===== src/rtl/count_pkg.sv =====
// count_pkg
//   Shared definitions for the count monitor: default widths, the monitor
//   FSM state encoding and the step classification reported by
//   step_classify.
package count_pkg;

    localparam int unsigned CNT_W_DEF  = 4;
    localparam int unsigned WRAP_W_DEF = 8;

    typedef enum logic [1:0] {
        ST_IDLE,
        ST_ARMED,
        ST_REPORT
    } state_t;

    // CL_WRAP is also a legal single-step increment (max -> 0).
    typedef enum logic [1:0] {
        CL_HOLD,
        CL_STEP,
        CL_WRAP,
        CL_SKIP
    } step_t;

endpackage


===== src/rtl/step_classify.sv =====
// step_classify
//   Combinational classification of one sample of an up-counter against the
//   previous sample.
//   Ports:
//     prev        previous registered sample
//     prev_vld    prev holds a real sample (low right after reset)
//     count_in    current sample
//     step_class  HOLD / STEP / WRAP / SKIP; HOLD whenever prev_vld is low
module step_classify
    import count_pkg::*;
#(
    parameter int unsigned CNT_W = CNT_W_DEF
) (
    input  logic [CNT_W-1:0] prev,
    input  logic             prev_vld,
    input  logic [CNT_W-1:0] count_in,
    output step_t            step_class
);

    logic [CNT_W-1:0] prev_plus1;

    // Natural CNT_W-bit overflow gives the modulo 2^CNT_W successor.
    assign prev_plus1 = prev + CNT_W'(1);

    always_comb begin
        step_class = CL_HOLD;
        if (prev_vld) begin
            if (count_in == prev) begin
                step_class = CL_HOLD;
            end else if (count_in == prev_plus1) begin
                step_class = (prev == '1) ? CL_WRAP : CL_STEP;
            end else begin
                step_class = CL_SKIP;
            end
        end
    end

endmodule


===== src/rtl/count_monitor.sv =====
// count_monitor
//   Watches a free-running up-counter, counts its wraps after an arm pulse
//   and raises a held report once the latched wrap limit is reached. Any
//   illegal step is recorded in a sticky error flag.
//   Ports:
//     clk        rising-edge clock
//     rst        synchronous active-high reset
//     count_in   monitored count
//     limit      wrap limit, latched on arm (0 treated as 1)
//     arm        pulse: start / restart wrap counting
//     evt_ack    acknowledge of a pending report
//     evt_valid  report pending (REPORT state)
//     wrap_cnt   wraps counted since the last arm
//     err_skip   sticky illegal-step flag, cleared by rst or arm
//     busy       high in ARMED or REPORT
module count_monitor
    import count_pkg::*;
#(
    parameter int unsigned CNT_W  = CNT_W_DEF,
    parameter int unsigned WRAP_W = WRAP_W_DEF
) (
    input  logic              clk,
    input  logic              rst,
    input  logic [CNT_W-1:0]  count_in,
    input  logic [WRAP_W-1:0] limit,
    input  logic              arm,
    input  logic              evt_ack,
    output logic              evt_valid,
    output logic [WRAP_W-1:0] wrap_cnt,
    output logic              err_skip,
    output logic              busy
);

    state_t            state;
    state_t            state_n;
    logic [CNT_W-1:0]  prev;
    logic              prev_vld;
    logic [WRAP_W-1:0] lim_q;
    logic [WRAP_W-1:0] lim_n;
    logic [WRAP_W-1:0] wrap_n;
    logic [WRAP_W-1:0] wrap_inc;
    logic [WRAP_W-1:0] lim_sel;
    step_t             step_class;

    step_classify #(
        .CNT_W (CNT_W)
    ) u_step_classify (
        .prev       (prev),
        .prev_vld   (prev_vld),
        .count_in   (count_in),
        .step_class (step_class)
    );

    assign wrap_inc = (wrap_cnt == '1) ? wrap_cnt : wrap_cnt + WRAP_W'(1);
    assign lim_sel  = (limit == '0) ? WRAP_W'(1) : limit;

    always_ff @(posedge clk) begin
        if (rst) begin
            state <= ST_IDLE;
        end else begin
            state <= state_n;
        end
    end

    always_comb begin
        state_n   = state;
        wrap_n    = wrap_cnt;
        lim_n     = lim_q;
        evt_valid = 1'b0;
        busy      = 1'b0;
        unique case (state)
            ST_IDLE: begin
                if (arm) begin
                    state_n = ST_ARMED;
                    wrap_n  = '0;
                    lim_n   = lim_sel;
                end
            end
            ST_ARMED: begin
                busy = 1'b1;
                // A restart discards any wrap seen in the same cycle.
                if (arm) begin
                    wrap_n = '0;
                    lim_n  = lim_sel;
                end else if (step_class == CL_WRAP) begin
                    wrap_n = wrap_inc;
                    if (wrap_inc == lim_q) begin
                        state_n = ST_REPORT;
                    end
                end
            end
            ST_REPORT: begin
                busy      = 1'b1;
                evt_valid = 1'b1;
                if (evt_ack) begin
                    state_n = ST_IDLE;
                end
            end
            default: begin
                state_n = ST_IDLE;
            end
        endcase
    end

    always_ff @(posedge clk) begin
        if (rst) begin
            prev     <= '0;
            prev_vld <= 1'b0;
            wrap_cnt <= '0;
            lim_q    <= WRAP_W'(1);
            err_skip <= 1'b0;
        end else begin
            prev     <= count_in;
            prev_vld <= 1'b1;
            wrap_cnt <= wrap_n;
            lim_q    <= lim_n;
            if (arm) begin
                err_skip <= 1'b0;
            end else if (step_class == CL_SKIP) begin
                err_skip <= 1'b1;
            end
        end
    end

endmodule


===== config.mk =====
export PLATFORM = sky130hd
export DESIGN_NAME = count_monitor
export DESIGN_NICKNAME = d
export VERILOG_FILES = /design/src/rtl/count_pkg.sv /design/src/rtl/step_classify.sv /design/src/rtl/count_monitor.sv
export SDC_FILE = /design/constraint.sdc
export NUM_CORES = 1
export LEC_CHECK = 0
export BUFFER_PORTS_ARGS = -buffer_cell sky130_fd_sc_hd__buf_2
export CORE_AREA = 2 2 64 66
export DETAILED_ROUTE_END_ITERATION = 8
export DIE_AREA = 0 0 66 68
export GPL_TIMING_DRIVEN = 1
export PLACE_DENSITY_LB_ADDON = 0.25
export SLEW_MARGIN = 20
export SYNTH_ARGS = -nofsm -noshare
export SYNTH_HDL_FRONTEND = slang
export SYNTH_SLANG_ARGS = --single-unit

===== constraint.sdc =====
create_clock -name clk -period 3.44 [get_ports clk]
set_input_delay 0.688 -clock clk [delete_from_list [all_inputs] [get_ports clk]]
set_output_delay 0.688 -clock clk [all_outputs]
set_load 0.03 [all_outputs]

==> results.sh, run 1 <==
export IMPL_ir_drop_uv=174.2
export IMPL_synth_area_sq_um=1470
export IMPL_rsz0062_at_grt="no"
export IMPL_ys_ff_latch=24
export IMPL_fmax_mhz=432.0
export IMPL_setup_viol=0
export IMPL_cp_data_arrival_time_ns=2.48
export IMPL_regArea_sq_um=480.5
export IMPL_cts_tree="built"
export IMPL_worst_slack_ns=1.125
export IMPL_fp_dieArea_sq_um=4488
export IMPL_start_util=0.3812
export IMPL_multi_input_area_sq_um=948.4
export IMPL_ys_seq_area_frac=0.3268
export IMPL_cts_max_path_buffers=2
export IMPL_hold_violations=0
export IMPL_synth_edf_count=0
export IMPL_yosysUniqueCellTypes=46
export IMPL_drt_met1_wl_mm=1.664
export IMPL_leakage_nw=0.6975
export IMPL_nNetsFinal=218
export IMPL_max_cap_viol_count=0
export IMPL_grt_pass1_wl_mm=5.699
export IMPL_die_h_um=68
export IMPL_drc=0
export IMPL_top_layer="met4"
export IMPL_slew_headroom=0.3519
export IMPL_grt_max_degree=20
export IMPL_wirelength_mm=3.428
export IMPL_p_per_area_nw_per_um2=438.3
export IMPL_layout_drive_gt1_share=0.2143
export IMPL_layout_commonest_cell="buf_2"
export IMPL_antenna_found_initial=0
export IMPL_clkTransAtPathRegs_ns=0.09
export IMPL_place_gp_congestion=0.8754
export IMPL_drt_pass1_iterations=4
export IMPL_htreeDepth=1
export IMPL_viasPerCell=5.423
export IMPL_area_delta_synth_final_pct=15.91
export IMPL_syn_inst=173
export IMPL_synth_ff_type="dfxtp_1"
export IMPL_gr_total_overflow=0
export IMPL_wl_per_cell_um=13.93
export IMPL_outcome="complete, no violations"
export IMPL_fp_row_count=23
export IMPL_tns_ns=0
export IMPL_post_cts_setup_buffers=0
export IMPL_dp_hpwl_mm=2.550
export IMPL_syn_avg_cell_area_sq_um=8.498
export IMPL_finalCriticalPeriod_ns=2.315
export IMPL_worstSetupEndpointType="flop"
export IMPL_num_vias=1334
export IMPL_place_ws_ns=1.063
export IMPL_finalClockSkew_ns=0.002936
export IMPL_fp_coreArea_sq_um=3856
export IMPL_required_ns=3.60
export IMPL_worst_path_max_delay_cell="a2111oi_2"
export IMPL_clkLatencyLatePin_ns=0.27
export IMPL_cp_slowest_stage_delay_ns=0.39
export IMPL_criticalPathCategory="reg -> reg"
export IMPL_cts_resized=0
export IMPL_whs_ns=0.4960
export IMPL_synth_nets=194
export IMPL_root_buffer="clkbuf_8"
export IMPL_route_met2_wl_mm=1.550
export IMPL_numCtsBuffers=3
export IMPL_ant_nets=0
export IMPL_met3_length_um=168
export IMPL_hold_buffers=0
export IMPL_track_usage=0.1649
export IMPL_path_cells="ha_1 -> and4_4 -> and4b_1 -> a2111oi_2 -> nand3_1 -> nor3_2 -> a31oi_1 -> mux2i_1"
export IMPL_drt_iter0_markers=69
export IMPL_pin_count=27
export IMPL_period_share=0.6730
export IMPL_drv_slew=0
export IMPL_synth_warnings=0
export IMPL_grt_pass1_vias=1192
export IMPL_start_kind="flop"
export IMPL_io_buffers=26
export IMPL_antenna_cells=0
export IMPL_die_w_um=66
export IMPL_cts_sinks=24
export IMPL_path_max_fanout=8
export IMPL_n_fill_cell=415
export IMPL_worst_slew_pin_transition_ns=0.9657
export IMPL_hold_path_class="reg -> reg"
export IMPL_layout_common_cells="26 x buf_2, 24 x dfxtp_1, 18 x nor2_1"
export IMPL_async_flop_share=0
-- per-layer routing --
layer | vias to the layer above | track usage
met4 | 0 | 0.06122
met3 | 4 | 0.02467
met5 | - | 0
met2 | 39 | 0.2614
met1 | 617 | 0.2277
li1 | 674 | -
-- cells by family after synthesis --
logic type / share of synthesized area
buf+inv: 0.02808
flops: 0.3268
compound gates: 0.1634
simple gates: 0.3021
mux: 0.05447
fa+ha+maj: 0.04255
xor+xnor: 0.08256
-- per-stage QoR --
stage	util	power (W)	cell area (sq um)	instances
after floorplan	-	0.0004595	1470	173
after global placement	0.4234	0.0005034	1633	242
after detailed placement	0.4234	0.0005047	1633	242
after CTS	0.4419	0.0007567	1704	246
after global routing	0.4419	0.0007905	1704	246
final	0.4419	0.0007470	1704	246
-- worst max-delay path: cells and delay by family (launching register included) --
family                   cells  cell delay [ns]
AO/OA/AOI/OAI                2             0.52
AND/OR/NAND/NOR              4             0.83
flip-flops                   1             0.38
adder cells (fa/ha/maj)      1             0.34
multiplexers                 1             0.14
-- flip-flops by register name, indices dropped and copies added, names as in the netlist --
name / cells
err_skip: 1
lim_q: 8
prev: 4
prev_vld: 1
state: 2
wrap_cnt: 8
-- Yosys cell counts (5+ instances only) --
library cell,n,area share
dfxtp_1,24,0.33
nor2_1,18,0.046
a21oi_1,13,0.044
mux2i_1,8,0.054
nand2_1,8,0.020
nor3_1,8,0.027
nor2b_1,7,0.030
xor2_1,7,0.042
nand3_1,6,0.020
o21ai_0,6,0.020
a31oi_1,5,0.021
ha_1,5,0.043
xnor2_1,5,0.030
-- area by class of cell --
class                      instances  area share
inverter                           3    0.006608
timing repair buffer              26     0.07636
sequential                        24      0.2819
clock inverter                     1     0.01762
multi-input combinational        139      0.5565
clock buffer                       3     0.02423
tap                               50     0.03671
-- worst paths after layout --
check                           cells after the start   startpoint  slack (ns)        to
worst max-delay path                                8  wrap_cnt[0]        1.12  state[0]
worst min-delay path                                2     state[0]        0.50  state[0]
worst max register to register                      8  wrap_cnt[0]        1.12  state[0]
worst min register to register                      2     state[0]        0.50  state[0]
-- power breakdown --
group / internal [W] / switching, W / leakage (nW)
Clock: 0.000156 / 0.0000934 / 0.0357
Sequential: 0.000298 / 0.0000163 / 0.197
Combinational: 0.0000751 / 0.000109 / 0.465
Total: 0.000528 / 0.000219 / 0.698
(Power assumes the default switching activity.)
==> run 2, diff against run 1 <==
--- a/config.mk
+++ b/config.mk
@@ -5,10 +5,11 @@
 export SDC_FILE = /design/constraint.sdc
 export NUM_CORES = 1
 export LEC_CHECK = 0
+export ABC_AREA = 1
 export BUFFER_PORTS_ARGS = -buffer_cell sky130_fd_sc_hd__buf_2
-export CORE_AREA = 2 2 64 66
+export CORE_AREA = 2 2 65 67
 export DETAILED_ROUTE_END_ITERATION = 8
-export DIE_AREA = 0 0 66 68
+export DIE_AREA = 0 0 67 69
 export GPL_TIMING_DRIVEN = 1
 export PLACE_DENSITY_LB_ADDON = 0.25
 export SLEW_MARGIN = 20
==> constraint.sdc (replaced) <==
create_clock -name clk -period 2.31 [get_ports clk]
set_input_delay 0.462 -clock clk [delete_from_list [all_inputs] [get_ports clk]]
set_output_delay 0.462 -clock clk [all_outputs]
set_load 0.03 [all_outputs]
==> run 2 against run 1 <==
Synthesized cell count increased by 37%. Cell area is 2.5% higher. Sequential power up 54%. Critical path type unchanged. Maximum frequency is 15% higher. Worst setup slack worse by 0.83 ns. Power grew 42%. Global-route usage fell by 1.0 points. Largest power group unchanged. Core utilization rose by 0.44 points.
==> results.sh, run 2 <==
export IMPL_max_cap_viol_count=0
export IMPL_synth_edf_count=0
export IMPL_viasPerCell=4.803
export IMPL_start_kind="flop"
export IMPL_placed_cell_area_sq_um=1689
export IMPL_netSwitchingFraction=0.3386
export IMPL_synth_area_leaders="dfxtp_1 32%, nand2_1 15%, inv_1 8.7%"
export IMPL_cts_sinks=24
export IMPL_critPathBufInv=1
export IMPL_ir_drop_uv=243.6
export IMPL_synth_nets=258
export IMPL_p_per_area_nw_per_um2=608.2
export IMPL_met3_length_um=182
export IMPL_crit_family="simple AND/OR/NAND/NOR gates"
export IMPL_cp_slowest_stage_delay_ns=0.44
export IMPL_seqPwrFrac=0.454
export IMPL_fmax_mhz=496.5
export IMPL_layout_drive_gt1_share=0.1736
export IMPL_switchingPower_w=0.0003597
export IMPL_drt_met1_wl_mm=1.739
export IMPL_cts_tree="built"
export IMPL_layout_commonest_cell="nand2_1"
export IMPL_fp_dieArea_sq_um=4623
export IMPL_synth_area_sq_um=1509
export IMPL_fp_coreArea_sq_um=3914
export IMPL_htreeDepth=1
export IMPL_clkTransAtPathRegs_ns=0.09
export IMPL_post_cts_setup_buffers=0
export IMPL_internal_power_w=0.0007026
export IMPL_wirelength_mm=3.356
export IMPL_io_buffers=26
export IMPL_wl_per_cell_um=10.65
export IMPL_synth_top_area_share=0.3184
export IMPL_outcome="complete, no violations"
export IMPL_ys_ff_latch=24
export IMPL_combPwrFrac=0.271
export IMPL_place_gp_congestion=0.8491
export IMPL_drt_iter0_markers=113
export IMPL_pin_count=27
export IMPL_ys_top_cells_by_count="62 x nand2_1, 35 x inv_1, 27 x nor2_1, 24 x dfxtp_1, 22 x nand3_1"
export IMPL_die_w_um=67
export IMPL_grt_pass1_wl_mm=5.727
export IMPL_largest_registers="lim_q (8), wrap_cnt (8), prev (4)"
export IMPL_drv_slew=0
export IMPL_start_util=0.3855
export IMPL_ys_seq_area_frac=0.3184
export IMPL_async_flop_share=0
export IMPL_root_buffer="clkbuf_8"
export IMPL_synth_warnings=0
export IMPL_nNetsFinal=287
export IMPL_cts_max_path_buffers=2
export IMPL_tns_ns=0
export IMPL_top_layer="met4"
export IMPL_syn_avg_cell_area_sq_um=6.367
export IMPL_finalCriticalPeriod_ns=2.014
export IMPL_period_share=0.8720
export IMPL_num_vias=1513
export IMPL_worst_slew_pin_transition_ns=0.5543
export IMPL_antenna_cells=0
export IMPL_dp_hpwl_mm=2.616
export IMPL_grt_pass1_vias=1341
export IMPL_leakage_nw=0.8649
export IMPL_criticalPathCategory="reg -> reg"
export IMPL_drt_pass1_iterations=4
export IMPL_numCtsBuffers=3
export IMPL_design_area_sq_um=1747
export IMPL_worstSetupEndpointType="flop"
export IMPL_clkLatencyLatePin_ns=0.26
export IMPL_track_usage=0.1544
export IMPL_worst_path_max_delay_cell="dfxtp_1"
export IMPL_fp_row_count=23
export IMPL_grt_max_degree=16
export IMPL_finalClockSkew_ns=0.001401
export IMPL_path_max_fanout=12
export IMPL_hold_path_class="in -> reg"
export IMPL_yosysUniqueCellTypes=26
export IMPL_drc=0
export IMPL_layout_common_cells="61 x nand2_1, 35 x inv_1, 27 x nor2_1"
export IMPL_ant_nets=0
export IMPL_cp_data_arrival_time_ns=2.18
export IMPL_rsz0062_at_grt="no"
export IMPL_synth_ff_type="dfxtp_1"
export IMPL_route_met2_wl_mm=1.391
export IMPL_hold_violations=0
export IMPL_syn_inst=237
export IMPL_setup_viol=0
export IMPL_area_delta_synth_final_pct=15.75
export IMPL_path_cells="ha_1 -> nand3_1 -> inv_2 -> nand2_2 -> nand2_1 -> nand3b_1 -> nand2_1 -> nand2_1 -> nor2_1 -> nand3_2 -> a21oi_1 -> nor2_1"
export IMPL_die_h_um=69
export IMPL_yosysMostFrequentCell="nand2_1"
export IMPL_power_share_clock=0.274
export IMPL_crit_top_cell="nand2_1"
export IMPL_antenna_found_initial=0
export IMPL_gr_total_overflow=0
export IMPL_slew_headroom=0.6291
export IMPL_synth_top_area_cell="dfxtp_1"
export IMPL_required_ns=2.48
## run 2: cell types whose count changed in the layout (fill, tap and decap cells not counted), moves of 5 or more
cell / previous run / this run
nor2b_1: 7 / 0
mux2i_1: 8 / 0
nand2_2: 0 / 5
nand3_1: 6 / 22
xor2_1: 7 / 0
a211oi_1: 1 / 6
nor2_1: 18 / 27
a31oi_1: 5 / 0
nand2_1: 8 / 61
nor3_1: 8 / 2
inv_1: 2 / 35
## run 2: final timing paths
path / startpoint / end / slack [ns] / cells after the start
setup / recovery: wrap_cnt[0] / state[0] / 0.30 / 12
hold reg to reg: lim_q[2] / lim_q[2] / 0.48 / 2
hold / removal: count_in[0] / prev[0] / 0.42 / 3
setup reg to reg: wrap_cnt[0] / state[0] / 0.30 / 12
## run 2: layout make-up
| cell class | count | area [sq um] |
|---|---|---|
| timing repair buffer | 27 | 137.6 |
| sequential | 24 | 480.5 |
| tap | 50 | 62.56 |
| clock buffer | 4 | 55.05 |
| fill | 434 | 2167 |
| multi-input combinational | 173 | 872.1 |
| inverter | 37 | 138.9 |
## run 2: per-stage QoR
step | utilization | hold WS (ns) | total power [W] | worst slack (ns) | instances
4_1_cts | 0.4457 | 0.4271 | 0.001065 | 0.2122 | 315
3_5_place_dp | 0.4316 | 0.4641 | 0.0007781 | 0.2405 | 311
2_1_floorplan | - | 0.4451 | 0.0007023 | 0.3511 | 237
5_1_grt | 0.4463 | 0.4260 | 0.001135 | 0.04558 | 315
6_report | 0.4463 | 0.4239 | 0.001062 | 0.2958 | 315
3_3_place_gp | 0.4316 | 0.4687 | 0.0007761 | 0.2904 | 311
## run 2: what timing repair did
item	CTS	global route
resized for setup	0	1
hold buffers	0	0
setup endpoints to repair	0	1
endpoints found under the hold margin	0	0
## run 2: worst reg2reg max path, cell delays in order (launching register included)
cell and delay, ns:
dfxtp_1 0.44, ha_1 0.27, nand3_1 0.15, inv_2 0.11
nand2_2 0.16, nand2_1 0.13, nand3b_1 0.08, nand2_1 0.07
nand2_1 0.05, nor2_1 0.17, nand3_2 0.12, a21oi_1 0.13
nor2_1 0.05
## run 2: kinds of logic after synthesis
| logic type | after synthesis | synth area share |
|---|---|---|
| AND/OR/NAND/NOR | 136 | 0.4154 |
| buffers and inverters | 40 | 0.1053 |
| flip-flops | 24 | 0.3184 |
| XOR/XNOR | 1 | 0.005805 |
| AO/OA/AOI/OAI | 31 | 0.1136 |
| adder cells (fa/ha/maj) | 5 | 0.04146 |
## run 2: metal layers
metal,up-vias,global-route usage
li1,821,-
met1,656,0.2243
met2,32,0.2277
met3,4,0.02936
met4,0,0.04762
met5,-,0
## run 2: power groups by stage
stage	sequential (W)	clock, W	combinational (W)
2_1_floorplan	0.000510	0	0.000192
3_3_place_gp	0.000492	0	0.000284
3_5_place_dp	0.000492	0	0.000286
4_1_cts	0.000482	0.000295	0.000288
5_1_grt	0.000489	0.000318	0.000329
6_report	0.000483	0.000291	0.000288
==> run 3, diff against run 2 <==
--- a/config.mk
+++ b/config.mk
@@ -7,9 +7,11 @@
 export LEC_CHECK = 0
 export ABC_AREA = 1
 export BUFFER_PORTS_ARGS = -buffer_cell sky130_fd_sc_hd__buf_2
-export CORE_AREA = 2 2 65 67
+export CELL_PAD_IN_SITES_DETAIL_PLACEMENT = 1
+export CELL_PAD_IN_SITES_GLOBAL_PLACEMENT = 2
+export CORE_AREA = 2 2 76 78
 export DETAILED_ROUTE_END_ITERATION = 8
-export DIE_AREA = 0 0 67 69
+export DIE_AREA = 0 0 78 80
 export GPL_TIMING_DRIVEN = 1
 export PLACE_DENSITY_LB_ADDON = 0.25
 export SLEW_MARGIN = 20
==> constraint.sdc (replaced) <==
create_clock -name clk -period 2.3 [get_ports clk]
set_input_delay 0.46 -clock clk [delete_from_list [all_inputs] [get_ports clk]]
set_output_delay 0.46 -clock clk [all_outputs]
set_load 0.03 [all_outputs]
==> run 3 against run 2 <==
Clock skew grew 0.0039 ns. Register-to-register slack is essentially flat. Sequential cell count did not move. Clock power down 12%. Maximum frequency increased by 1.2%. Worst hold slack worse by 0.0040 ns. Final cell count increased by 7.9%. Core utilization down 12 points. Sequential power about the same. Global-route usage shrank 1.8 points. Clock-buffer cell count down 1. Critical path depth did not move. Largest cell class unchanged. Largest power group unchanged. Highest routed layer unchanged.
==> results.sh, run 3 (same netlist as run 2, synthesis figures left out) <==
export IMPL_outcome="complete, no violations"
export IMPL_hold_path_class="in -> reg"
export IMPL_critPathBufInv=2
export IMPL_finalClockSkew_ns=0.005320
export IMPL_setup_viol=0
export IMPL_grt_pass1_wl_mm=6.796
export IMPL_worst_slew_pin_transition_ns=0.3362
export IMPL_post_cts_setup_buffers=0
export IMPL_worstSetupEndpointType="flop"
export IMPL_htreeDepth=1
export IMPL_place_gp_congestion=0.7584
export IMPL_criticalPathCategory="reg -> reg"
export IMPL_layout_commonest_cell="nand2_1"
export IMPL_drt_iter0_markers=33
export IMPL_nNetsFinal=291
export IMPL_ir_drop_uv=293.1
export IMPL_layout_common_cells="62 x nand2_1, 35 x inv_1, 27 x nor2_1"
export IMPL_rsz0062_at_grt="no"
export IMPL_area_delta_synth_final_pct=18.57
export IMPL_viasPerCell=4.538
export IMPL_met1_usage=0.1854
export IMPL_stdcell_count=340
export IMPL_grtUsageMet2=0.2147
export IMPL_ant_nets=0
export IMPL_track_usage=0.1362
export IMPL_p_per_area_nw_per_um2=581.0
export IMPL_grt_use_met3=0.02262
export IMPL_wirelength_mm=3.986
export IMPL_r2r_cells=12
export IMPL_die_w_um=78
export IMPL_dp_hpwl_mm=3.318
export IMPL_start_kind="flop"
export IMPL_cts_sinks=24
export IMPL_pin_count=27
export IMPL_gr_total_overflow=0
export IMPL_clkTransAtPathRegs_ns=0.09
export IMPL_fp_coreArea_sq_um=5405
export IMPL_cts_resized=0
export IMPL_wl_per_cell_um=11.72
export IMPL_tns_ns=0
export IMPL_largest_registers="lim_q (8), wrap_cnt (8), prev (4)"
export IMPL_drv_slew=0
export IMPL_die_h_um=80
export IMPL_num_vias=1543
export IMPL_io_buffers=26
export IMPL_hold_violations=0
export IMPL_path_max_fanout=10
export IMPL_whs_ns=0.4198
export IMPL_worst_path_max_delay_cell="dfxtp_1"
export IMPL_required_ns=2.49
export IMPL_whs_path_depth=3
export IMPL_grt_busiest_layer="met2"
export IMPL_fp_row_count=27
export IMPL_numCtsBuffers=3
export IMPL_finalCriticalPeriod_ns=1.991
export IMPL_crit_family="simple AND/OR/NAND/NOR gates"
export IMPL_cp_slowest_stage_delay_ns=0.35
export IMPL_cp_num_cells=12
export IMPL_hold_buffers=0
export IMPL_cts_max_path_buffers=2
export IMPL_placedCellCount=337
export IMPL_clkLatencyLatePin_ns=0.27
export IMPL_antenna_cells=0
export IMPL_crit_top_cell="nand2_1"
export IMPL_slew_headroom=0.7738
export IMPL_max_cap_viol_count=0
export IMPL_cts_tree="built"
export IMPL_drt_pass1_iterations=4
export IMPL_grt_max_degree=16
export IMPL_antenna_found_initial=0
export IMPL_path_cells="ha_1 -> inv_1 -> nand2_1 -> nand2_1 -> nor2_1 -> nand2_1 -> nor2_1 -> nand3_1 -> nand2_1 -> nand2_1 -> buf_4 -> a211oi_1"
export IMPL_drc=0
export IMPL_fp_dieArea_sq_um=6240
export IMPL_grt_pass1_vias=1464
export IMPL_start_util=0.2792
export IMPL_fmax_mhz=502.4
export IMPL_leakage_nw=0.8781
export IMPL_root_buffer="clkbuf_8"
export IMPL_layout_drive_gt1_share=0.1828
export IMPL_cp_data_arrival_time_ns=2.18
export IMPL_period_share=0.8655
-- run 3: report_power, final --
| part | switching [W] | internal [W] |
|---|---|---|
| sequential | 0.0000327 | 0.000452 |
| combinational | 0.000193 | 0.000107 |
| clock | 0.000138 | 0.000117 |
| total | 0.000363 | 0.000677 |
-- run 3: tightest hold or removal path: stages --
cell and delay, ns:
buf_2 0.09, inv_1 0.04, nor2_1 0.07
-- run 3: stage by stage --
step / area (sq um) / worst slack (ns) / util / power (W)
after floorplan: 1509 / 0.3411 / - / 0.0007054
after global placement: 1747 / 0.2340 / 0.3231 / 0.0007973
after detailed placement: 1747 / 0.2071 / 0.3231 / 0.0007993
after CTS: 1788 / 0.1936 / 0.3308 / 0.001061
after global routing: 1789 / 0.05715 / 0.3310 / 0.001118
final: 1789 / 0.3094 / 0.3310 / 0.001040
-- run 3: per-layer routing --
metal / part of all wire / vias up
li1: - / 830
met1: 0.53 / 685
met2: 0.43 / 23
met3: 0.032 / 5
met4: 0.014 / 0
met5: 0 / -
-- run 3: final cells by class --
cell class	count	area, sq um
multi-input combinational	173	869.6
clock buffer	3	41.29
timing repair buffer	31	167.7
fill	733	3616
tap	72	90.09
sequential	24	481.7
inverter	37	138.9
-- run 3: final timing paths --
| kind | start | endpoint | slack (ns) |
|---|---|---|---|
| worst max-delay path | prev[1] | wrap_cnt[3] | 0.31 |
| worst min-delay path | count_in[3] | prev[3] | 0.42 |
| worst max register to register | prev[1] | wrap_cnt[3] | 0.31 |
| worst min register to register | lim_q[3] | lim_q[3] | 0.48 |
